<file path="config.mk">
export PLATFORM = sky130hd
export DESIGN_NAME = wb_cmd_initiator_flat
export DESIGN_NICKNAME = d
export VERILOG_FILES = /design/src/rtl/wb_cmd_initiator_if.sv /design/src/rtl/wb_cmd_initiator.sv /design/src/flat_wrapper.sv
export SDC_FILE = /design/constraint.sdc
export NUM_CORES = 1
export LEC_CHECK = 0
export ABC_AREA = 1
export BUFFER_PORTS_ARGS = -buffer_cell sky130_fd_sc_hd__clkbuf_2
export CORE_ASPECT_RATIO = 0.75
export CORE_MARGIN = 3
export CORE_UTILIZATION = 35
export DETAILED_ROUTE_END_ITERATION = 10
export RECOVER_POWER = 50
export SYNTH_ARGS = -nofsm -noshare
export SYNTH_HDL_FRONTEND = slang
export SYNTH_SLANG_ARGS = --single-unit
</file>
<file path="constraint.sdc">
create_clock -name clk -period 2.27 [get_ports clk]
set_input_delay 0.454 -clock clk [delete_from_list [all_inputs] [get_ports clk]]
set_output_delay 0.454 -clock clk [all_outputs]
set_load 0.1 [all_outputs]
</file>
<file path="src/rtl/wb_cmd_initiator_if.sv">
// Command/response port plus Wishbone B4 classic initiator signals.
// The master modport is the initiator side; slave is the host plus bus responder.
interface wb_cmd_initiator_if;
  logic        cmd_valid;
  logic        cmd_ready;
  logic        cmd_we;
  logic [31:0] cmd_addr;
  logic [31:0] cmd_wdata;
  logic [3:0]  cmd_sel;
  logic        rsp_valid;
  logic        rsp_ready;
  logic [31:0] rsp_rdata;
  logic        rsp_err;
  logic        rsp_timeout;
  logic        busy;
  logic [31:0] wb_adr_o;
  logic [31:0] wb_dat_o;
  logic [31:0] wb_dat_i;
  logic        wb_we_o;
  logic [3:0]  wb_sel_o;
  logic        wb_cyc_o;
  logic        wb_stb_o;
  logic        wb_ack_i;
  logic        wb_err_i;

  modport master (
    input  cmd_valid, cmd_we, cmd_addr, cmd_wdata, cmd_sel, rsp_ready,
           wb_dat_i, wb_ack_i, wb_err_i,
    output cmd_ready, rsp_valid, rsp_rdata, rsp_err, rsp_timeout, busy,
           wb_adr_o, wb_dat_o, wb_we_o, wb_sel_o, wb_cyc_o, wb_stb_o
  );

  modport slave (
    output cmd_valid, cmd_we, cmd_addr, cmd_wdata, cmd_sel, rsp_ready,
           wb_dat_i, wb_ack_i, wb_err_i,
    input  cmd_ready, rsp_valid, rsp_rdata, rsp_err, rsp_timeout, busy,
           wb_adr_o, wb_dat_o, wb_we_o, wb_sel_o, wb_cyc_o, wb_stb_o
  );
endinterface

</file>
<file path="src/rtl/wb_cmd_initiator.sv">
// Single-transfer Wishbone B4 classic initiator for debug/program loaders.
// One command in flight; ends with ack, err or timeout and a held response.
module wb_cmd_initiator #(
  parameter int TIMEOUT_CYCLES = 1024,
  parameter int TCNT_W         = 16
) (
  input  logic                clk,
  input  logic                rst_n,
  wb_cmd_initiator_if.master  bus
);

  // state | meaning
  // IDLE  | ready for a command, Wishbone idle
  // BUS   | cyc/stb asserted, waiting for ack/err/timeout
  // RESP  | response held until rsp_ready
  typedef enum logic [1:0] {IDLE, BUS, RESP} state_t;

  localparam bit                TO_EN   = (TIMEOUT_CYCLES != 0);
  localparam logic [TCNT_W-1:0] TC_LAST = TO_EN ? TCNT_W'(TIMEOUT_CYCLES - 1) : '0;

  state_t            state, state_nxt;
  logic [TCNT_W-1:0] tcnt;
  logic              accept, done_err, done_ack, done_to;

  logic [31:0] adr, dat_out, rdata;
  logic        we, cyc, rvalid, rerr, rto;
  logic [3:0]  sel;

  always_ff @(posedge clk or negedge rst_n) begin
    if (!rst_n) state <= IDLE;
    else        state <= state_nxt;
  end

  always_comb begin
    state_nxt = state;
    accept    = 1'b0;
    done_err  = 1'b0;
    done_ack  = 1'b0;
    done_to   = 1'b0;
    case (state)
      IDLE: if (bus.cmd_valid) begin
        accept    = 1'b1;
        state_nxt = BUS;
      end
      BUS: begin
        if (bus.wb_err_i)                  done_err = 1'b1;
        else if (bus.wb_ack_i)             done_ack = 1'b1;
        else if (TO_EN && tcnt == TC_LAST) done_to  = 1'b1;
        if (bus.wb_err_i || bus.wb_ack_i || done_to) state_nxt = RESP;
      end
      RESP: if (bus.rsp_ready) state_nxt = IDLE;
      default: state_nxt = IDLE;
    endcase
  end

  always_ff @(posedge clk or negedge rst_n) begin
    if (!rst_n) begin
      tcnt    <= '0;
      adr     <= '0;
      dat_out <= '0;
      we      <= 1'b0;
      sel     <= '0;
      cyc     <= 1'b0;
      rvalid  <= 1'b0;
      rdata   <= '0;
      rerr    <= 1'b0;
      rto     <= 1'b0;
    end else begin
      if (accept) begin
        adr     <= bus.cmd_addr;
        dat_out <= bus.cmd_wdata;
        we      <= bus.cmd_we;
        sel     <= bus.cmd_sel;
        cyc     <= 1'b1;
        tcnt    <= '0;
      end
      if (state == BUS) tcnt <= tcnt + TCNT_W'(1);
      if (done_err || done_ack || done_to) begin
        cyc    <= 1'b0;
        rvalid <= 1'b1;
        rerr   <= done_err || done_to;
        rto    <= done_to;
        // read data is captured only on a clean ack of a read
        rdata  <= (done_ack && !we) ? bus.wb_dat_i : 32'h0;
      end
      if (state == RESP && bus.rsp_ready) rvalid <= 1'b0;
    end
  end

  assign bus.cmd_ready   = rst_n && (state == IDLE);
  assign bus.busy        = (state != IDLE);
  assign bus.wb_adr_o    = adr;
  assign bus.wb_dat_o    = dat_out;
  assign bus.wb_we_o     = we;
  assign bus.wb_sel_o    = sel;
  assign bus.wb_cyc_o    = cyc;
  assign bus.wb_stb_o    = cyc;
  assign bus.rsp_valid   = rvalid;
  assign bus.rsp_rdata   = rdata;
  assign bus.rsp_err     = rerr;
  assign bus.rsp_timeout = rto;

endmodule

</file>
<file path="src/flat_wrapper.sv">
// flat-port wrapper written by rule: the top's interface ports become plain ports
module wb_cmd_initiator_flat 
#(
  parameter int TIMEOUT_CYCLES = 1024,
  parameter int TCNT_W         = 16
)
  (clk, rst_n, bus_cmd_valid, bus_cmd_we, bus_cmd_addr, bus_cmd_wdata, bus_cmd_sel, bus_rsp_ready, bus_wb_dat_i, bus_wb_ack_i, bus_wb_err_i, bus_cmd_ready, bus_rsp_valid, bus_rsp_rdata, bus_rsp_err, bus_rsp_timeout, bus_busy, bus_wb_adr_o, bus_wb_dat_o, bus_wb_we_o, bus_wb_sel_o, bus_wb_cyc_o, bus_wb_stb_o);
  wb_cmd_initiator_if bus_i ();
  input  logic clk;
  input  logic rst_n;
  input wire logic [$bits(bus_i.cmd_valid)-1:0] bus_cmd_valid;
  input wire logic [$bits(bus_i.cmd_we)-1:0] bus_cmd_we;
  input wire logic [$bits(bus_i.cmd_addr)-1:0] bus_cmd_addr;
  input wire logic [$bits(bus_i.cmd_wdata)-1:0] bus_cmd_wdata;
  input wire logic [$bits(bus_i.cmd_sel)-1:0] bus_cmd_sel;
  input wire logic [$bits(bus_i.rsp_ready)-1:0] bus_rsp_ready;
  input wire logic [$bits(bus_i.wb_dat_i)-1:0] bus_wb_dat_i;
  input wire logic [$bits(bus_i.wb_ack_i)-1:0] bus_wb_ack_i;
  input wire logic [$bits(bus_i.wb_err_i)-1:0] bus_wb_err_i;
  output wire logic [$bits(bus_i.cmd_ready)-1:0] bus_cmd_ready;
  output wire logic [$bits(bus_i.rsp_valid)-1:0] bus_rsp_valid;
  output wire logic [$bits(bus_i.rsp_rdata)-1:0] bus_rsp_rdata;
  output wire logic [$bits(bus_i.rsp_err)-1:0] bus_rsp_err;
  output wire logic [$bits(bus_i.rsp_timeout)-1:0] bus_rsp_timeout;
  output wire logic [$bits(bus_i.busy)-1:0] bus_busy;
  output wire logic [$bits(bus_i.wb_adr_o)-1:0] bus_wb_adr_o;
  output wire logic [$bits(bus_i.wb_dat_o)-1:0] bus_wb_dat_o;
  output wire logic [$bits(bus_i.wb_we_o)-1:0] bus_wb_we_o;
  output wire logic [$bits(bus_i.wb_sel_o)-1:0] bus_wb_sel_o;
  output wire logic [$bits(bus_i.wb_cyc_o)-1:0] bus_wb_cyc_o;
  output wire logic [$bits(bus_i.wb_stb_o)-1:0] bus_wb_stb_o;
  assign bus_i.cmd_valid = bus_cmd_valid;
  assign bus_i.cmd_we = bus_cmd_we;
  assign bus_i.cmd_addr = bus_cmd_addr;
  assign bus_i.cmd_wdata = bus_cmd_wdata;
  assign bus_i.cmd_sel = bus_cmd_sel;
  assign bus_i.rsp_ready = bus_rsp_ready;
  assign bus_i.wb_dat_i = bus_wb_dat_i;
  assign bus_i.wb_ack_i = bus_wb_ack_i;
  assign bus_i.wb_err_i = bus_wb_err_i;
  assign bus_cmd_ready = bus_i.cmd_ready;
  assign bus_rsp_valid = bus_i.rsp_valid;
  assign bus_rsp_rdata = bus_i.rsp_rdata;
  assign bus_rsp_err = bus_i.rsp_err;
  assign bus_rsp_timeout = bus_i.rsp_timeout;
  assign bus_busy = bus_i.busy;
  assign bus_wb_adr_o = bus_i.wb_adr_o;
  assign bus_wb_dat_o = bus_i.wb_dat_o;
  assign bus_wb_we_o = bus_i.wb_we_o;
  assign bus_wb_sel_o = bus_i.wb_sel_o;
  assign bus_wb_cyc_o = bus_i.wb_cyc_o;
  assign bus_wb_stb_o = bus_i.wb_stb_o;
  wb_cmd_initiator #(.TIMEOUT_CYCLES(TIMEOUT_CYCLES), .TCNT_W(TCNT_W)) u_core (.clk(clk), .rst_n(rst_n), .bus(bus_i));
endmodule
</file>
Word level (Yosys, flattened, before mapping)
Cells that the tools add are included.

word-level totals
  bits in registers = 123
  input bits = 107
  output and inout bits = 108
  word-level logic and storage cells = 56

operators by class
  add/subtract/negate cells = 1
  eq/ne operators = 6
  muxes and demuxes = 23
  reduce and logical (&&, ||, !) cells = 15

operator list
  kind                   number
  $mux 16                2
  $mux 32                1
  $add 16x1->16 const B  1
  $eq 16x10->1 const B   1
  $mux 1                 16
  $reduce_bool 2->1      4
  $mux 2                 3
  $pmux 2 s3             1
  $logic_or 1x1->1       5
  $ne 2x2->1 const B     2
  $logic_and 1x1->1      3
  $reduce_and 3->1       1
  $eq 2x1->1 const B     1
  $eq 2x2->1 const B     1
  $logic_not 2->1        1
  $ne 2x1->1 const B     1
  $logic_not 1->1        1

Depth between registers and ports, before layout
Gate-level depths: netlist of run 1.

  word-level depth = 9
  mapped depth = 9
  depth with buffers taken out = 8

Worst setup path after synthesis of run 1
Ideal clock, no wire load.

  path kind = reg-to-output
  start = reg u_core.state[0]
  end = out bus_cmd_ready
  arrival time = 2.524 ns
  slack = -0.708 ns
  stages on the path, launching flop included = 4
  cells stage by stage = dfrtp_1 inv_1 nand2_1 nor2_1

between the ends
  longest elaborated chain between the ends = 2

RTL lines
  item                    line                    RTL
  start, declared         wb_cmd_initiator.sv:21  state_t state, state_nxt;
  start signal, assigned  wb_cmd_initiator.sv:31  else state <= state_nxt;
  $logic_not 2->1         wb_cmd_initiator.sv:90  assign bus.cmd_ready = rst_n && (state == IDLE);
  $logic_and 1x1->1       wb_cmd_initiator.sv:90
  end, declared           flat_wrapper.sv:20      output wire logic [$bits(bus_i.cmd_ready)-1:0] bus_cmd_ready;

No other way between the ends.

Worst setup path after layout of run 1
  start = reg u_core.state[0]
  end = out bus_busy

between the ends
  longest elaborated chain between the ends = 1

RTL lines
  item               line                    RTL
  $reduce_bool 2->1  wb_cmd_initiator.sv:91  assign bus.busy = (state != IDLE);
  end, declared      flat_wrapper.sv:25      output wire logic [$bits(bus_i.busy)-1:0] bus_busy;

No other way between the ends.

==> impl_metrics.json, run 1 <==
{
  "dpl.cell_count": 952,
  "vias": 4501,
  "crit_path_end_kind": "output pin",
  "fmax_mhz": 517,
  "ys_ff_latch": 123,
  "cts_setup_buffers": 0,
  "start_kind": "register",
  "synth.distinct_cells": 32,
  "insertion_delay_ns": 0.42,
  "ys.flop_type": "dfrtp_1",
  "rsz0062_at_grt": "false",
  "place.gp.congestion": 0.850,
  "final_area_sq_um": 6890,
  "grt_pass1_vias": 4215,
  "rows": 37,
  "final_core_util_pct": 49.8,
  "slowest_stage": "clkbuf_2",
  "crit_type": "reg2out",
  "period_needed_ns": 1.93,
  "cp_top_family": "buffers and inverters",
  "fin_setup_tns_ns": 0,
  "synth_commonest_cells": "nand2_1, dfrtp_1, inv_1",
  "max_stage_delay_ns": 0.48,
  "path_cells": "inv_1 > nand2_1 > clkbuf_2",
  "vias_per_cell": 4.57,
  "syn_nets": 686,
  "yosysWarnings": 0,
  "drive_above_1_share_pct": 33.4,
  "start_util_pct": 36.1,
  "final-setup-viol-count": 0,
  "worstMarginPinSlew_ns": 1.71,
  "syn_avg_cell_area_sq_um": 8.65,
  "antenna_found_initial": 0,
  "grt_max_degree": 124,
  "firstDrtPassIters": 5,
  "fp.dieArea_sq_um": 15800,
  "reg2reg_depth": 7,
  "grt_pass1_wl_um": 20700,
  "tritoncts": "yes",
  "ys_seq_area_share_pct": 61.6,
  "io_buffers": 214,
  "synth_area_sq_um": 5000,
  "core-area_sq_um": 13800,
  "crit_required_ns": 1.82,
  "area_delta_synth_final_pct": 37.8,
  "holdPathStages": 3,
  "maxCapViolCount": 1,
  "clk_pin_slew_worst_paths_ns": 0.06,
  "clock-sinks": 123,
  "fin_crit_sh_pct": 85.2,
  "slew_viol_final": 124,
  "async_reset_ff_share_pct": 100,
  "worstHoldPathType": "in2reg",
  "diodes": 0,
  "syn_inst": 578,
  "synth-edff-count": 0,
  "cts_max_level": 4,
  "yosysTopAreaCell": "dfrtp_1",
  "yosys.area.top_type_share_pct": 61.6,
  "cts_buffers": 17,
  "status": "finished, violations left",
  "postPlaceCellArea_sq_um": 6280,
  "die_h_um": 109,
  "num-fill-cells": 1323,
  "wirelength_um": 13500,
  "post_cts_resized": 0,
  "clk_path_buf_depth": 2,
  "drt_iter0_drc": 210,
  "fin_worst_skew_ns": 0.0144,
  "finalHoldViolCount": 0,
  "holdBufCountCts": 0,
  "fin_nets": 904,
  "grt.total_usage_pct": 16.8,
  "wire_per_inst_um": 13.7,
  "yosys-top-cells-area": "dfrtp_1, nand2_1, inv_1",
  "cts_root_buf": "clkbuf_16",
  "violations": "max-capacitance violations, max-slew violations",
  "max-slew-margin-rel_pct": -13.8,
  "cp_max_fo": 3,
  "yosysMostFrequentCell": "nand2_1",
  "fin_cells": 984,
  "ioPinCount": 215,
  "die_w_um": 144,
  "drc_errors": 0,
  "hpwl_um": 9400,
  "grt_overflow": 0,
  "cp.arrival_ns": 1.48,
  "worst-path-buf-inv": 2,
  "postRouteAntennaNets": 0,
  "cp.depth": 3
}
[flip-flops by register name, summed over array words and instances (netlist names)]
signal / flops
u_core.bus.rsp_rdata: 32
u_core.bus.wb_adr_o: 32
u_core.bus.wb_dat_o: 32
u_core.tcnt: 16
u_core.bus.wb_sel_o: 4
u_core.state: 2
u_core.bus.rsp_err: 1
u_core.bus.rsp_timeout: 1
u_core.bus.rsp_valid: 1
u_core.bus.wb_cyc_o: 1
u_core.bus.wb_we_o: 1
[worst register-to-register path: cells and delay by family, from the launching register on]
kind | cells | cell delay [ns]
AOI/OAI and AO/OA | 1 | 0.18
and+or+nand+nor | 2 | 0.34
buffers and inverters | 4 | 0.90
DFF | 1 | 0.40
[cell usage in the layout (no fill, tap or decap), types with 4 or more instances in the layout]
master / synthesis / layout
nand2_1: 330 / 330
clkbuf_2: 0 / 212
dfrtp_1: 123 / 123
inv_1: 20 / 20
nor2_1: 18 / 17
clkbuf_16: 0 / 17
o21ai_0: 14 / 14
nand3_1: 11 / 12
nand2_2: 7 / 7
a21oi_1: 5 / 5
clkinvlp_4: 0 / 5
buf_4: 1 / 5
bufinv_16: 0 / 4
[through the flow]
| step | hold slack, ns | setup slack [ns] |
|---|---|---|
| 2_1_floorplan | 0.158 | 0.0243 |
| 3_3_place_gp | 0.452 | 0.552 |
| 3_5_place_dp | 0.458 | 0.525 |
| 4_1_cts | 0.169 | 0.278 |
| 5_1_grt | 0.218 | 0.164 |
| 6_report | 0.222 | 0.336 |
[cell families after synthesis]
kind of cell,synth area share [%]
simple gates,30.2
compound gates,3.73
flops,61.6
buf+inv,3.93
xor+xnor,0.351
fa+ha+maj,0.250
[layout make-up]
type	instances	area [sq um]	share of cell area, %
sequential	123	3080	44.7
clock buffer	18	439	6.38
tap	175	219	3.18
inverter	22	82.6	1.20
clock inverter	14	194	2.82
timing repair buffer	221	1140	16.6
multi-input combinational	411	1730	25.2
[metal layers]
metal | wire length [um] | vias to the layer above | track usage, % | share of wire [%]
met3 | 1460 | 16 | 7.22 | 11
met4 | 201 | 0 | 6.79 | 1.5
met1 | 6000 | 2069 | 21.8 | 45
met5 | 0 | - | 0 | 0
li1 | - | 2212 | - | -
met2 | 5810 | 204 | 24.8 | 43
[worst paths after layout]
kind	startpoint	end	slack, ns
max in group asynchronous	rst_n	u_core.bus.wb_dat_o[16]	0.58
hold / removal	bus_cmd_wdata[15]	u_core.bus.wb_dat_o[15]	0.22
min in group asynchronous	rst_n	u_core.bus.rsp_rdata[24]	0.59
hold reg to reg	u_core.bus.rsp_rdata[12]	u_core.bus.rsp_rdata[12]	0.47
setup / recovery	u_core.state[0]	bus_busy	0.34
setup reg to reg	u_core.state[0]	u_core.tcnt[9]	0.35
Power of run 1 is not shown: default switching activity piles up to over one toggle a cycle in this logic, so the estimate is an artifact.
==> run 2: changes to the inputs <==
CORE_UTILIZATION = 51   (was 35)
PLACE_DENSITY = 0.85   (was unset)
==> impl_metrics.json, run 2 (synthesis gave the netlist of run 1 again) <==
{
  "die_w_um": 120,
  "status": "finished, violations left",
  "vias_per_cell": 4.99,
  "place.gp.congestion": 0.892,
  "ioPinCount": 215,
  "max_stage_delay_ns": 0.49,
  "grt.total_usage_pct": 26.1,
  "worstMarginPinSlew_ns": 1.66,
  "hpwl_um": 9720,
  "final_area_sq_um": 6780,
  "post_cts_resized": 0,
  "worstHoldPathType": "in2reg",
  "grt_pass1_wl_um": 22600,
  "postRouteAntennaNets": 0,
  "firstDrtPassIters": 6,
  "fin_worst_skew_ns": 0.0102,
  "postPlaceCellArea_sq_um": 6210,
  "maxCapViolCount": 1,
  "layout_common_cells": "nand2_1, clkbuf_2, dfrtp_1",
  "grt_pass1_vias": 4592,
  "finalHoldViolCount": 0,
  "crit_required_ns": 1.82,
  "clk_pin_slew_worst_paths_ns": 0.05,
  "grt_max_degree": 124,
  "crit_type": "reg2out",
  "slew_viol_final": 124,
  "start_kind": "register",
  "core-area_sq_um": 9310,
  "fin_crit_sh_pct": 84.8,
  "fp.dieArea_sq_um": 11000,
  "final_core_util_pct": 72.8,
  "max-slew-margin-rel_pct": -10.5,
  "fin_nets": 903,
  "start_util_pct": 53.7,
  "cts_buffers": 17,
  "path_cells": "inv_1 > nand2_1 > clkbuf_2",
  "tritoncts": "yes",
  "final_common_cell": "nand2_1",
  "num-fill-cells": 694,
  "drt_iter0_drc": 428,
  "drc_errors": 0,
  "period_needed_ns": 1.92,
  "cp_max_fo": 3,
  "clk_path_buf_depth": 2,
  "crit_path_end_kind": "output pin",
  "cts_root_buf": "clkbuf_16",
  "clock-sinks": 123,
  "final-setup-viol-count": 0,
  "fmax_mhz": 520,
  "rsz0062_at_grt": "false",
  "die_h_um": 91.7,
  "insertion_delay_ns": 0.41,
  "fin_setup_tns_ns": 0,
  "grt_overflow": 0,
  "cts_setup_buffers": 0,
  "wirelength_um": 14000,
  "diodes": 0,
  "wire_per_inst_um": 14.9,
  "io_buffers": 214,
  "vias": 4659,
  "drive_above_1_share_pct": 33.0,
  "cp.arrival_ns": 1.47,
  "holdBufCountCts": 0,
  "r2r-start": "u_core.tcnt[0]",
  "cts_max_level": 4,
  "rows": 30,
  "area_delta_synth_final_pct": 35.6,
  "crit_start": "u_core.state[0]",
  "violations": "max-capacitance violations, max-slew violations",
  "hold_start": "bus_cmd_addr[5]",
  "slowest_stage": "clkbuf_2",
  "antenna_found_initial": 0
}
==> run 2: cell count changes in the layout (fill, tap and decap cells not counted), moves of 2 or more <==
cell        delta
buf_4          -3
bufinv_16      -2
clkbuf_2       +2
clkbuf_4       -2
clkbuf_8       +5
clkinv_2       +2
clkinv_4       -2
clkinvlp_4     -4
==> run 2: layer usage <==
metal | wire, um | GRT usage [%] | up-vias | share of wire, %
li1 | - | - | 2212 | -
met3 | 1320 | 8.63 | 23 | 9.4
met5 | 0 | 0 | - | 0
met4 | 248 | 9.53 | 0 | 1.8
met2 | 6900 | 43.5 | 226 | 49
met1 | 5500 | 32.0 | 2198 | 39
==> run 2: path summary, 6_finish.rpt <==
kind                                            end  slack, ns  cells after the start
setup / recovery                           bus_busy       0.35                      3
hold / removal               u_core.bus.wb_adr_o[5]       0.24                      3
setup reg to reg           u_core.bus.rsp_rdata[31]       0.48                      8
hold reg to reg             u_core.bus.rsp_rdata[5]       0.47                      2
max in group asynchronous   u_core.bus.rsp_rdata[8]       0.57                      2
min in group asynchronous            u_core.tcnt[4]       0.62                      2
==> run 2: area by class of cell <==
cell class	count	area, sq um	area share (%)
sequential	123	3080	45.4
clock buffer	23	508	7.49
tap	128	160	2.36
multi-input combinational	411	1730	25.5
timing repair buffer	220	1140	16.8
inverter	22	82.6	1.22
clock inverter	7	87.6	1.29
==> run 2: stage by stage <==
stage / setup slack [ns] / instances / hold slack [ns]
floorplan: 0.0243 / 578 / 0.158
global placement: 0.578 / 904 / 0.453
detailed placement: 0.480 / 904 / 0.457
CTS: 0.314 / 934 / 0.195
global route: 0.261 / 934 / 0.232
finish: 0.346 / 934 / 0.235
==> run 2: worst max-delay path: cells and delay by family (launching register included) <==
kind | cells | cell delay, ns
DFF | 1 | 0.37
buffers and inverters | 2 | 0.56
and+or+nand+nor | 1 | 0.14
Power of run 2 is left out for the same reason.
==> run 3: changes to the inputs <==
ABC_AREA = 0   (was 1)
CORE_UTILIZATION = 47   (was 51)
PLACE_DENSITY = 0.8   (was 0.85)
clock period = 1.8 ns   (was 2.27 ns; I/O delays follow)
==> impl_metrics.json, run 3 <==
{
  "dp_slack_ns": -0.0383,
  "slowest_stage": "or4_4",
  "start_kind": "register",
  "layout_common_cells": "nand2_1, clkbuf_2, dfrtp_1",
  "io_buffers": 214,
  "die_h_um": 93.9,
  "final_area_sq_um": 6840,
  "grt_max_degree": 124,
  "rsz0062_at_grt": "true",
  "final_common_cell": "nand2_1",
  "ioPinCount": 215,
  "violations": "max-capacitance violations, max-slew violations, negative setup slack",
  "yosysMostFrequentCell": "nand2_1",
  "synth-edff-count": 0,
  "start_util_pct": 49.2,
  "postRouteAntennaNets": 0,
  "firstDrtPassIters": 4,
  "drc_errors": 0,
  "fin_nets": 818,
  "crit_start": "u_core.tcnt[12]",
  "syn_nets": 588,
  "worstHoldPathType": "in2reg",
  "clk_path_buf_depth": 2,
  "yosysWarnings": 0,
  "die_w_um": 123,
  "cp.arrival_ns": 2.14,
  "place.gp.congestion": 0.812,
  "reg2reg_depth": 5,
  "wire_per_inst_um": 15.3,
  "worst-path-buf-inv": 1,
  "synth_commonest_cells": "nand2_1, dfrtp_1, a22o_1",
  "grt_pass1_vias": 4314,
  "tritoncts": "yes",
  "drt_iter0_drc": 232,
  "max_stage_delay_ns": 0.56,
  "async_reset_ff_share_pct": 100,
  "r2r-start": "u_core.tcnt[12]",
  "syn_avg_cell_area_sq_um": 10.1,
  "grt_pass1_wl_um": 20700,
  "grt_overflow": 0,
  "fin_worst_skew_ns": 0.00606,
  "reg2reg_slack_ns": -0.05,
  "area_delta_synth_final_pct": 41.2,
  "crit_path_end_kind": "register",
  "path_cells": "or4_4 > nor4_4 > o21ai_2 > buf_6 > a22o_1",
  "status": "finished, violations left",
  "postPlaceCellArea_sq_um": 6160,
  "diodes": 0,
  "cts_max_level": 4,
  "vias": 4239,
  "cp_top_family": "simple AND/OR/NAND/NOR gates",
  "wirelength_um": 13100,
  "ys_ff_latch": 123,
  "cts_buffers": 17,
  "fin_crit_sh_pct": 103,
  "worstMarginPinSlew_ns": 1.53,
  "maxCapViolCount": 1,
  "synth.distinct_cells": 41,
  "cts_root_buf": "clkbuf_16",
  "yosys.area.top_type_share_pct": 63.5,
  "syn_inst": 480,
  "worst_r2r_endpoint": "u_core.bus.rsp_rdata[6]",
  "crit_type": "reg2reg",
  "ys.flop_type": "dfrtp_1",
  "antenna_found_initial": 0,
  "final-setup-viol-count": 34,
  "drive_above_1_share_pct": 38.9,
  "cp-endpoint": "u_core.bus.rsp_rdata[6]",
  "insertion_delay_ns": 0.41,
  "fmax_mhz": 541,
  "grt.total_usage_pct": 23.0,
  "crit_required_ns": 2.09,
  "vias_per_cell": 4.96,
  "cp.depth": 5,
  "rows": 31,
  "hpwl_um": 8840,
  "max-slew-margin-rel_pct": -2.30,
  "holdBufCountCts": 0,
  "cp_max_fo": 17,
  "finalHoldViolCount": 0,
  "core-area_sq_um": 9850,
  "clk_pin_slew_worst_paths_ns": 0.06,
  "yosys-top-cells-area": "dfrtp_1, nand2_1, a22o_1",
  "slew_viol_final": 124,
  "synth_area_sq_um": 4840,
  "clock-sinks": 123,
  "period_needed_ns": 1.85,
  "ys_seq_area_share_pct": 63.5,
  "fin_setup_tns_ns": -0.759,
  "hold_start": "bus_cmd_wdata[3]",
  "worst_slack_ns": -0.0499,
  "yosysTopAreaCell": "dfrtp_1",
  "fp.dieArea_sq_um": 11600
}
## run 3: logic make-up after synthesis
family          after synthesis  share of synthesized area [%]
compound gates               58                           9.07
xor+xnor                      1                          0.181
fa+ha+maj                     1                          0.258
buf+inv                      29                           2.87
flops                       123                           63.5
mux                           5                           1.03
simple gates                263                           23.1
## run 3: worst min path at each step
stage | to | slack [ns] | cells past startpoint
floorplan | u_core.bus.rsp_err | 0.06 | 0
global placement | u_core.bus.wb_dat_o[17] | 0.46 | 2
detailed placement | u_core.bus.wb_dat_o[17] | 0.46 | 2
CTS | u_core.bus.wb_dat_o[13] | 0.10 | 2
global route | u_core.bus.wb_adr_o[13] | 0.13 | 3
finish | u_core.bus.wb_dat_o[3] | 0.14 | 3
## run 3: cell type report
class | instances | area (sq um)
tap | 132 | 165
multi-input combinational | 328 | 1670
clock inverter | 15 | 221
fill | 744 | 3010
sequential | 123 | 3080
timing repair buffer | 236 | 1260
inverter | 4 | 15.0
clock buffer | 17 | 425
## run 3: metal layers
layer  GRT usage, %  share of wire [%]  vias to the layer above
li1               -                  -                     2042
met1           28.5                 42                     2023
met2           37.5                 49                      153
met3           8.43                7.2                       21
met4           7.83                1.8                        0
met5              0                  0                        -
## run 3: per-stage QoR
step	std cells	utilization, %	hold slack [ns]
after floorplan	480	-	0.0644
after global placement	821	62.5	0.457
after detailed placement	821	62.5	0.462
after CTS	854	69.4	0.104
after global routing	855	69.4	0.130
final	855	69.4	0.142
## run 3: what timing repair did
action	CTS	global route
buffers inserted	1	1
pin swaps	1	4
resized for setup	6	5
endpoints found under the setup margin	31	38
## run 3: worst register-to-register path, stage by stage (launching register included)
cell	delay (ns)
dfrtp_1	0.38
or4_4	0.56
nor4_4	0.31
o21ai_2	0.11
buf_6	0.17
a22o_1	0.21
Power of run 3 is left out for the same reason.
